==> config.mk <==
export PLATFORM = sky130hd
export DESIGN_NAME = sram_ctrl_32
export DESIGN_NICKNAME = d
export VERILOG_FILES = /design/src/rtl/sram_ctrl_32_pkg.sv /design/src/rtl/sram_phase_timer.sv /design/src/rtl/sram_ctrl_32.sv
export SDC_FILE = /design/constraint.sdc
export NUM_CORES = 1
export LEC_CHECK = 0
export ABC_CLOCK_PERIOD_IN_PS = 3330
export CAP_MARGIN = 0
export CORE_ASPECT_RATIO = 2
export CORE_UTILIZATION = 45
export DETAILED_ROUTE_END_ITERATION = 10
export GPL_TIMING_DRIVEN = 0
export PLACE_DENSITY = 0.85
export SYNTH_ARGS = -nofsm -noshare
export SYNTH_HDL_FRONTEND = slang
export SYNTH_SLANG_ARGS = --single-unit
==> constraint.sdc <==
create_clock -name clk -period 3.33 [get_ports clk]
set_input_delay 0.666 -clock clk [delete_from_list [all_inputs] [get_ports clk]]
set_output_delay 0.666 -clock clk [all_outputs]
set_load 0.05 [all_outputs]
==> src/rtl/sram_ctrl_32_pkg.sv <==
// rtl/sram_ctrl_32_pkg.sv - state encoding, half select and timing defaults for sram_ctrl_32
package sram_ctrl_32_pkg;

  typedef enum logic [2:0] {
    IDLE     = 3'd0,
    W_SETUP  = 3'd1,
    W_STROBE = 3'd2,
    W_HOLD   = 3'd3,
    R_LO     = 3'd4,
    R_HI     = 3'd5,
    DONE     = 3'd6
  } state_t;

  localparam logic HALF_LO = 1'b0;
  localparam logic HALF_HI = 1'b1;

  localparam int DEF_WE_CYCLES = 2;
  localparam int DEF_RD_CYCLES = 2;

  function automatic int timer_width(input int we_cycles, input int rd_cycles);
    int m;
    m = (we_cycles > rd_cycles) ? we_cycles : rd_cycles;
    return $clog2(m + 1);
  endfunction

endpackage

==> src/rtl/sram_phase_timer.sv <==
// rtl/sram_phase_timer.sv - loadable down-counter with zero flag for peripheral phase sequencing
module sram_phase_timer #(
  parameter int W = 2
) (
  input  logic         clk,
  input  logic         reset,
  input  logic         load,
  input  logic [W-1:0] load_val,
  output logic         zero
);

  logic [W-1:0] cnt;

  always_ff @(posedge clk) begin
    if (reset) begin
      cnt <= '0;
    end else if (load) begin
      cnt <= load_val;
    end else if (cnt != '0) begin
      cnt <= cnt - 1'b1;
    end
  end

  assign zero = (cnt == '0);

endmodule

==> src/rtl/sram_ctrl_32.sv <==
// rtl/sram_ctrl_32.sv - 32-bit CPU bus to 16-bit async SRAM sequencer with registered strobes
module sram_ctrl_32
  import sram_ctrl_32_pkg::*;
#(
  parameter int ADDR_W    = 18,
  parameter bit WIDE      = 1'b1,
  parameter int WE_CYCLES = DEF_WE_CYCLES,
  parameter int RD_CYCLES = DEF_RD_CYCLES
) (
  input  logic              clk,
  input  logic              reset,
  input  logic              req,
  input  logic              rnw,
  input  logic [ADDR_W-1:0] addr,
  input  logic [31:0]       wdata,
  output logic [31:0]       rdata,
  output logic              ack,
  output logic              busy,
  output logic [ADDR_W-1:0] sram_adr,
  output logic              sram_cs_b,
  output logic              sram_oe_b,
  output logic              sram_we_b,
  output logic [15:0]       sram_dout,
  output logic              sram_dout_en,
  input  logic [15:0]       sram_din
);

  localparam int TW = timer_width(WE_CYCLES, RD_CYCLES);
  localparam logic [TW-1:0] WE_LOAD = TW'(WE_CYCLES - 1);
  localparam logic [TW-1:0] RD_LOAD = TW'(RD_CYCLES - 1);

  state_t            state, state_nx;
  logic              half, half_nx;
  logic              t_load, t_zero;
  logic [TW-1:0]     t_val;
  logic [ADDR_W-1:0] adr_nx;
  logic              phase_entry;

  sram_phase_timer #(.W(TW)) u_timer (
    .clk      (clk),
    .reset    (reset),
    .load     (t_load),
    .load_val (t_val),
    .zero     (t_zero)
  );

  always_comb begin
    state_nx = state;
    half_nx  = half;
    unique case (state)
      IDLE: begin
        if (req) begin
          state_nx = rnw ? R_LO : W_SETUP;
          half_nx  = HALF_LO;
        end
      end
      W_SETUP:  state_nx = W_STROBE;
      W_STROBE: if (t_zero) state_nx = W_HOLD;
      W_HOLD: begin
        if (WIDE && half == HALF_LO) begin
          state_nx = W_SETUP;
          half_nx  = HALF_HI;
        end else begin
          state_nx = DONE;
        end
      end
      R_LO: begin
        if (t_zero) begin
          if (WIDE) begin
            state_nx = R_HI;
            half_nx  = HALF_HI;
          end else begin
            state_nx = DONE;
          end
        end
      end
      R_HI:    if (t_zero) state_nx = DONE;
      DONE:    state_nx = IDLE;
      default: state_nx = IDLE;
    endcase
  end

  // Timer and address only move on entry to a phase, so strobes never see a changing address.
  assign phase_entry = (state_nx != state);
  assign t_load = phase_entry &&
                  (state_nx == W_STROBE || state_nx == R_LO || state_nx == R_HI);
  assign t_val  = (state_nx == W_STROBE) ? WE_LOAD : RD_LOAD;
  assign adr_nx = WIDE ? {addr[ADDR_W-2:0], half_nx} : addr;

  always_ff @(posedge clk) begin
    if (reset) begin
      state        <= IDLE;
      half         <= HALF_LO;
      ack          <= 1'b0;
      busy         <= 1'b0;
      rdata        <= '0;
      sram_adr     <= '0;
      sram_cs_b    <= 1'b1;
      sram_oe_b    <= 1'b1;
      sram_we_b    <= 1'b1;
      sram_dout    <= '0;
      sram_dout_en <= 1'b0;
    end else begin
      state        <= state_nx;
      half         <= half_nx;
      ack          <= (state_nx == DONE);
      busy         <= (state_nx != IDLE);
      sram_cs_b    <= (state_nx == IDLE);
      sram_oe_b    <= !(state_nx == R_LO || state_nx == R_HI);
      sram_we_b    <= (state_nx != W_STROBE);
      sram_dout_en <= (state_nx == W_SETUP || state_nx == W_STROBE || state_nx == W_HOLD);
      if (phase_entry && (state_nx == W_SETUP || state_nx == R_LO || state_nx == R_HI)) begin
        sram_adr <= adr_nx;
      end
      if (state_nx == W_SETUP) begin
        sram_dout <= (half_nx == HALF_HI) ? wdata[31:16] : wdata[15:0];
      end
      if (state == R_LO && t_zero) begin
        if (WIDE) rdata[15:0] <= sram_din;
        else      rdata       <= {16'h0000, sram_din};
      end
      if (state == R_HI && t_zero) begin
        rdata[31:16] <= sram_din;
      end
    end
  end

endmodule

Yosys cells after proc, flatten, opt, wreduce, memory -nomap -nowiden
Index checks and enable logic that the tools add are counted.
{"block": "totals", "regBits": 78, "input_bits": 70, "output_inout_bits": 72}
{"block": "op_classes", "n_addsub": 1, "eq_ne": 13, "muxes": 14, "n_reduce_logical": 19}
{"cell": "16-bit 2-to-1 mux", "n": 2}
{"cell": "3-bit 2-to-1 mux", "n": 6}
{"cell": "3-bit one-hot mux with 6 select lines", "n": 1}
{"cell": "3-bit == test (second input constant)", "n": 5}
{"cell": "3-bit by 2-bit == test with 1-bit output (second input constant)", "n": 4}
{"cell": "1-bit logical OR", "n": 7}
{"cell": "3-bit by 1-bit == test with 1-bit output (second input constant)", "n": 2}
{"cell": "3-bit zero test", "n": 2}
{"cell": "1-bit logical AND", "n": 4}
{"cell": "1-bit 2-to-1 mux", "n": 4}
{"cell": "2-bit nonzero test", "n": 2}
{"cell": "3-bit by 2-bit != test with 1-bit output (second input constant)", "n": 1}
{"cell": "3-bit != test", "n": 1}
{"cell": "1-bit one-hot mux with 3 select lines", "n": 1}
{"cell": "3-bit nonzero test", "n": 1}
{"cell": "2-bit zero test", "n": 1}
{"cell": "2-bit OR reduction", "n": 1}
{"cell": "2-bit by 1-bit subtractor with 2-bit output (second input constant)", "n": 1}
{"cell": "1-bit zero test", "n": 1}

Longest topological paths before layout
Gate-level depths: netlist of run 1.
{"block": "depth", "ltp_word": 8, "ltp_mapped": 10, "depth_no_buf": 7}

Modules after synthesis
Synthesis of run 1 repeated with hierarchy kept, for this count alone.
{"block": "hier_totals", "hier_cells": 363, "area_unflattened_um2": 3289.4}
{"mod": "sram_ctrl_32", "instances": 1, "cells_per_inst": 351, "area_each_um2": 3168.0}
{"mod": "sram_phase_timer", "instances": 1, "cells_per_inst": 12, "area_each_um2": 121.4}

Least setup slack after synthesis of run 1
Ideal clock, no wire load.
{"block": "synth_path", "path_type": "input to register", "start": "input port rnw", "end": "register sram_dout[1]", "setup_time_ns": 0.134, "t_arrival_ns": 2.045, "t_required_ns": 3.196, "path_slack_ns": 1.151, "cell_stages": 7, "path_buffers": 2, "cell_sequence": "nor4bb_1 > a311o_1 > a21oi_1 > and2_1 > buf_2 > buf_2 > a211oi_1"}
{"block": "synth_via", "elab_chain_len": 4}
{"item": "start, declared", "line": "sram_ctrl_32.sv:13", "rtl": "input logic rnw,"}
{"item": "3-bit 2-to-1 mux", "line": "sram_ctrl_32.sv:53", "rtl": "state_nx = rnw ? R_LO : W_SETUP;"}
{"item": "3-bit 2-to-1 mux", "line": "sram_ctrl_32.sv:52", "rtl": "if (req) begin"}
{"item": "3-bit one-hot mux with 6 select lines", "line": "sram_ctrl_32.sv:50", "rtl": "unique case (state)"}
{"item": "3-bit by 1-bit == test with 1-bit output", "line": "sram_ctrl_32.sv:115", "rtl": "if (state_nx == W_SETUP) begin"}
{"item": "end signal, assigned", "line": "sram_ctrl_32.sv:116", "rtl": "sram_dout <= (half_nx == HALF_HI) ? wdata[31:16] : wdata[15:0];"}
{"item": "end, declared", "line": "sram_ctrl_32.sv:23", "rtl": "output logic [15:0] sram_dout,"}
Every way passes these cells.
A chain may end at the register's enable or synchronous reset.

Worst setup path in the final report of run 1
{"block": "layout_path", "start": "input port req", "end": "register sram_dout[5]"}
{"block": "layout_via", "elab_chain_len": 3, "word_cells_on_any_way": 6}
{"item": "start, declared", "line": "sram_ctrl_32.sv:12", "rtl": "input logic req,"}
{"item": "3-bit 2-to-1 mux or 1-bit 2-to-1 mux (tied branches)", "line": "sram_ctrl_32.sv:52"}
{"item": "3-bit one-hot mux with 6 select lines or 1-bit one-hot mux with 3 select lines (tied branches)", "line": "sram_ctrl_32.sv:50"}
{"item": "3-bit by 1-bit == test with 1-bit output or 16-bit 2-to-1 mux (tied branches)", "line": "sram_ctrl_32.sv:115, sram_ctrl_32.sv:116"}
Parallel ways exist; a longest one is shown, timed or not.

==> qor.yml, run 1 <==
outcome: "finished, final reports clean"
worstPathRequired_ns: 3.52
rr_endpoint: "sram_dout[5]"
yosys.area.top_type: "dfxtp_1"
irDropWorstVdd_mv: 0.586
ctsResizeCount: 0
synthArstFlopShare_pct: 0
final_hold_viol_count: 0
antenna_left: 0
vias_per_cell: 5.18
synth_area_leaders: "dfxtp_1, nand2_1, mux2i_1"
r2r_cells: 9
cap_violations: 0
coreArea_mm2: 0.00667
clkLatencyLatePin_ns: 0.33
cts_tree: "yes"
crit_path_end_kind: "flip-flop"
layout-drive-gt1-share_pct: 5.79
h-tree-depth: 3
cts_root_buf: "clkbuf_16"
clkSlewWorstSetupHoldPaths_ns: 0.06
die_y_um: 120
antenna_cells: 0
start_util_pct: 46.9
grt_pass1_vias: 3217
cts.sinks: 78
fmax_ghz: 0.367
min_path_cells: 2
p_int_mw: 2.51
combPwrFrac_pct: 45.7
period_share_pct: 81.8
tightest_slew_ns: 0.629
port_buffers: 139
fin_skew_ns: 0.00443
routed_wl_um: 9250
power_density_mw_per_mm2: 848
cts_setup_buffers: 0
io_pins: 142
cellLeakagePower_nw: 1.80
finalNonFillerCells: 606
detail_route.wl_per_cell_um: 15.3
finalCriticalPeriod_ns: 2.73
grt_pass1_wl_um: 14600
ys_seq_area_share_pct: 49.9
ys_ff_latch: 78
crit_arrival_ns: 2.92
slew_viol_final: 0
rows: 42
swShare_pct: 40.2
grt_usage_pct: 27.0
dpl.cell_count: 590
synth-edff-count: 0
synth_top_area_share_pct: 49.9
dr.first_iter.drc_count: 145
grt_max_degree: 14
cp-start-kind: "input port"
yosysUniqueCellTypes: 35
hold_slack_ns: 0.455
min_from: "rdata[30]"
antenna_found_initial: 0
vias: 3142
tns_ns: 0
rsz0062_at_grt: "false"
cts_hold_buffers: 0
syn-num-nets: 434
slew_headroom_pct: 58.0
critical_path_class: "in -> reg"
pwr-share-seq_pct: 29.4
gp_congestion: 0.954
drc: 0
syn_to_final_growth_pct: 58.3
ys_warn_count: 0
gr-total-overflow: 0
cts_buffer_depth: 2
dr.pass1.iters: 4
worst-r2r-setup-slack_ns: 0.91
syn_inst: 363
clkPwrFrac_pct: 24.9
synth-main-ff-cell: "dfxtp_1"
critPathMaxFanout: 10
numCtsBuffers: 9
holdPathEnd: "rdata[30]"
syn_area_mm2: 0.00313
min_path_type: "reg -> reg"
r2r-start: "u_timer.cnt[0]"
p_switching_mw: 1.69
setup_viol: 0
synth.avg_cell_area_um2: 8.63
hpwl_um: 6940
die-area_mm2: 0.00732
final_nets: 584
dieWidth_um: 61.0
## flip-flops by register name, summed over array words and instances, names as in the netlist
| register | flops |
|---|---|
| ack | 1 |
| busy | 1 |
| half | 1 |
| rdata | 32 |
| sram_adr | 18 |
| sram_cs_b | 1 |
| sram_dout | 16 |
| sram_dout_en | 1 |
| sram_oe_b | 1 |
| sram_we_b | 1 |
| state | 3 |
| u_timer.cnt | 2 |
## critical path, cell delays in order
cell and delay, ns:
clkdlybuf4s50_1 0.47, nor4bb_1 0.16, a311o_1 0.37, a21oi_1 0.52
and2_1 0.21, buf_2 0.17, buf_2 0.23, a211oi_1 0.11
## metrics by stage
step / worst slack, ns / util (%) / cell area, um2 / power [mW]
floorplan: 1.15 / - / 3130 / 2.56
global placement: 0.296 / 69.4 / 4630 / 3.12
detailed placement: 0.233 / 69.4 / 4630 / 3.16
CTS: 0.594 / 74.3 / 4960 / 4.22
global route: 0.416 / 74.3 / 4960 / 4.40
finish: 0.605 / 74.3 / 4960 / 4.20
## cells by family (layout without fill, tap and decap cells)
family          count (synthesis)  after routing  share of synthesized area [%]
fa+ha+maj                       1              1                          0.399
buf+inv                        32            187                           4.63
mux                            33             33                           10.5
simple gates                  128            128                           17.0
compound gates                 90             90                           17.3
flops                          78             78                           49.9
xor+xnor                        1              1                          0.280
## area by class of cell
cell class,instances,area [um2]
Clock buffer,11,243
Buffer,25,119
Clock inverter,5,81.3
Tap cell,88,110
Sequential cell,78,1560
Inverter,7,26.3
Timing Repair Buffer,139,1390
Fill cell,492,1720
Multi-Input combinational cell,253,1430
## cells in the mapped netlist (all sizes together), types with 2 or more instances
master	number
nand2	104
dfxtp	78
a21oi	56
mux2i	33
a211oi	17
clkbuf	15
buf	10
inv	7
nor2	7
o21ai	5
nor2b	4
and2	3
nand3	3
a311o	2
## power groups by stage
stage | Sequential [mW] | Combinational [mW] | Clock (mW)
6_report | 1.24 | 1.92 | 1.05
5_1_grt | 1.26 | 2.03 | 1.11
4_1_cts | 1.24 | 1.93 | 1.06
3_5_place_dp | 1.25 | 1.91 | 0
3_3_place_gp | 1.24 | 1.88 | 0
2_1_floorplan | 1.85 | 0.704 | 0
## per-layer routing
metal	wire [um]	GRT usage [%]	vias up
met5	0	0	-
met1	3060	24.3	1457
met4	212	11.1	0
met2	5390	51.5	127
li1	-	-	1541
met3	584	8.19	17
## cells in the final DEF (no fill, tap or decap), drive strengths merged
cell type / count
or2: 1
bufinv: 2
clkinvlp: 1
xnor2: 1
a31oi: 1
clkinv: 1
o21ai: 5
o221a: 1
inv: 8
or3: 1
a21oi: 56
a311o: 2
dfxtp: 78
nand3b: 1
clkbuf: 26
buf: 10
and2: 3
o21ba: 1
a211oi: 17
ha: 1
a21boi: 1
nor4bb: 1
mux2i: 33
clkdlybuf4s50: 139
o31ai: 1
and3: 1
nor2: 7
a21o: 1
nor2b: 4
nand2: 104
o2bb2ai: 1
o211a: 1
nand3: 3
or3b: 1
a32o: 1
nor3b: 1
o22a: 1
## worst max path at each step
stage / from / to / slack (ns) / cells after the start
after floorplan: rnw / sram_dout[1] / 1.15 / 7
after CTS: req / sram_dout[5] / 0.59 / 8
final: req / sram_dout[5] / 0.60 / 8
after detailed placement: req / sram_dout[6] / 0.23 / 8
after global routing: req / sram_dout[2] / 0.42 / 8
after global placement: req / sram_dout[2] / 0.30 / 8
(Power assumes the default switching activity.)
==> run 2: changes to the inputs <==
--- a/config.mk
+++ b/config.mk
@@ -5,13 +5,13 @@
 export SDC_FILE = /design/constraint.sdc
 export NUM_CORES = 1
 export LEC_CHECK = 0
-export ABC_CLOCK_PERIOD_IN_PS = 3330
+export ABC_CLOCK_PERIOD_IN_PS = 2800
 export CAP_MARGIN = 0
 export CORE_ASPECT_RATIO = 2
-export CORE_UTILIZATION = 45
+export CORE_UTILIZATION = 41
 export DETAILED_ROUTE_END_ITERATION = 10
 export GPL_TIMING_DRIVEN = 0
-export PLACE_DENSITY = 0.85
+export PLACE_DENSITY = 0.78
 export SYNTH_ARGS = -nofsm -noshare
 export SYNTH_HDL_FRONTEND = slang
 export SYNTH_SLANG_ARGS = --single-unit
==> constraint.sdc (replaced) <==
create_clock -name clk -period 2.8 [get_ports clk]
set_input_delay 0.56 -clock clk [delete_from_list [all_inputs] [get_ports clk]]
set_output_delay 0.56 -clock clk [all_outputs]
set_load 0.05 [all_outputs]
==> run 2 against run 1 <==
  * Power rose by 14%
  * First-iteration DRC count decreased by 1.4%
  * Setup slack got worse by 0.40 ns
  * Via count fell by 1.1%
  * Wire length shrank 4.7%
  * Worst hold slack lost 0.0038 ns
  * Global-route usage is 3.4 points lower
  * Sequential cell count did not move
  * Clock-buffer cell count up 3
  * Critical path depth stayed put
  * Cell area shrank 0.98%
==> qor.yml, run 2 (synthesis results as in run 1) <==
outcome: "finished, final reports clean"
setup_viol: 0
vias: 3107
clkSlewWorstSetupHoldPaths_ns: 0.06
antenna_left: 0
grt_pass1_wl_um: 14400
biggestRegsByFlops: "rdata x32, sram_adr x18, sram_dout x16"
rsz0062_at_grt: "false"
cap_violations: 0
gp_congestion: 0.905
final_hold_viol_count: 0
fin_util_pct: 67.0
slew_viol_final: 0
cellLeakagePower_nw: 1.78
final_common_cell: "clkdlybuf4s50_1"
dr.pass1.iters: 4
io_pins: 142
cts.sinks: 78
critical_path_class: "in -> reg"
syn_to_final_growth_pct: 56.7
vias_per_cell: 5.10
dp_slack_ns: -0.160
final_cell_mix: "clkdlybuf4s50_1, nand2_1, dfxtp_1, a21oi_1, mux2i_1"
start_util_pct: 42.8
final_nets: 584
routed_wl_um: 8810
ctsResizeCount: 0
worst-r2r-setup-slack_ns: 0.52
grt_pass1_vias: 3132
fin_skew_ns: 0.00517
dpl.cell_count: 594
tightest_slew_ns: 0.589
antenna_found_initial: 0
period_share_pct: 92.7
min_path_type: "reg -> reg"
worstPathRequired_ns: 2.99
critPathMaxFanout: 10
cp-start-kind: "input port"
dieWidth_um: 63.8
crit_path_end_kind: "flip-flop"
largest_register: "rdata"
setup_slack_ns: 0.205
die_y_um: 126
slew_headroom_pct: 60.7
layout-drive-gt1-share_pct: 5.42
coreArea_mm2: 0.00732
dr.first_iter.drc_count: 143
cts_setup_buffers: 0
hpwl_um: 6810
nFillCells: 599
largest_reg_flops: 32
numCtsBuffers: 9
grt_usage_pct: 23.6
port_buffers: 139
irDropWorstVdd_mv: 0.750
crit_arrival_ns: 2.79
rows: 44
fmax_ghz: 0.385
drc: 0
cts_buffer_depth: 2
detail_route.wl_per_cell_um: 14.5
finalCriticalPeriod_ns: 2.59
h-tree-depth: 3
gr-total-overflow: 0
cts_tree: "yes"
finalNonFillerCells: 609
grt_max_degree: 12
cts_hold_buffers: 0
die-area_mm2: 0.00801
hold_slack_ns: 0.451
antenna_cells: 0
clkLatencyLatePin_ns: 0.33
power_density_mw_per_mm2: 977
cts_root_buf: "clkbuf_16"
[run 2: final cells by class]
type / count / area, um2 / area share, %
buffer: 25 / 120 / 2.45
clock buffer: 14 / 264 / 5.38
clock inverter: 1 / 5.00 / 0.102
inverter: 7 / 26.3 / 0.535
multi-input combinational: 253 / 1430 / 29.0
sequential: 78 / 1560 / 31.8
tap: 92 / 115 / 2.35
timing repair buffer: 139 / 1390 / 28.3
[run 2: critical path, cell delays in order]
cell	delay (ns)
clkdlybuf4s50_1	0.47
nor4bb_1	0.16
a311o_1	0.39
a21oi_1	0.49
and2_1	0.20
buf_2	0.17
buf_2	0.24
a211oi_1	0.10
[run 2: final timing paths]
| path | start | to | cells after the start |
|---|---|---|---|
| min reg2reg | rdata[13] | rdata[13] | 2 |
| max reg2reg | u_timer.cnt[0] | sram_dout[1] | 9 |
| min | rdata[13] | rdata[13] | 2 |
| max | req | sram_dout[5] | 8 |
[run 2: where the power goes]
group / total [mW] / internal [mW] / switching, mW
Sequential: 1.47 / 1.35 / 0.123
Clock: 1.05 / 0.643 / 0.407
Combinational: 2.27 / 0.834 / 1.44
[run 2: layer usage]
layer / wire (um) / vias up / GRT usage, %
met5: 0 / - / 0
met3: 382 / 20 / 5.93
met1: 3160 / 1437 / 21.8
met2: 5000 / 117 / 45.1
met4: 267 / 0 / 12.2
li1: - / 1533 / -
[run 2: stage by stage]
step | TNS, ns | cell area (um2) | power (mW)
final | 0 | 4910 | 4.79
after detailed placement | -2.29 | 4640 | 3.76
after global placement | -1.04 | 4640 | 3.72
after CTS | 0 | 4910 | 4.82
after global routing | 0 | 4910 | 5.03
after floorplan | 0 | 3130 | 3.04
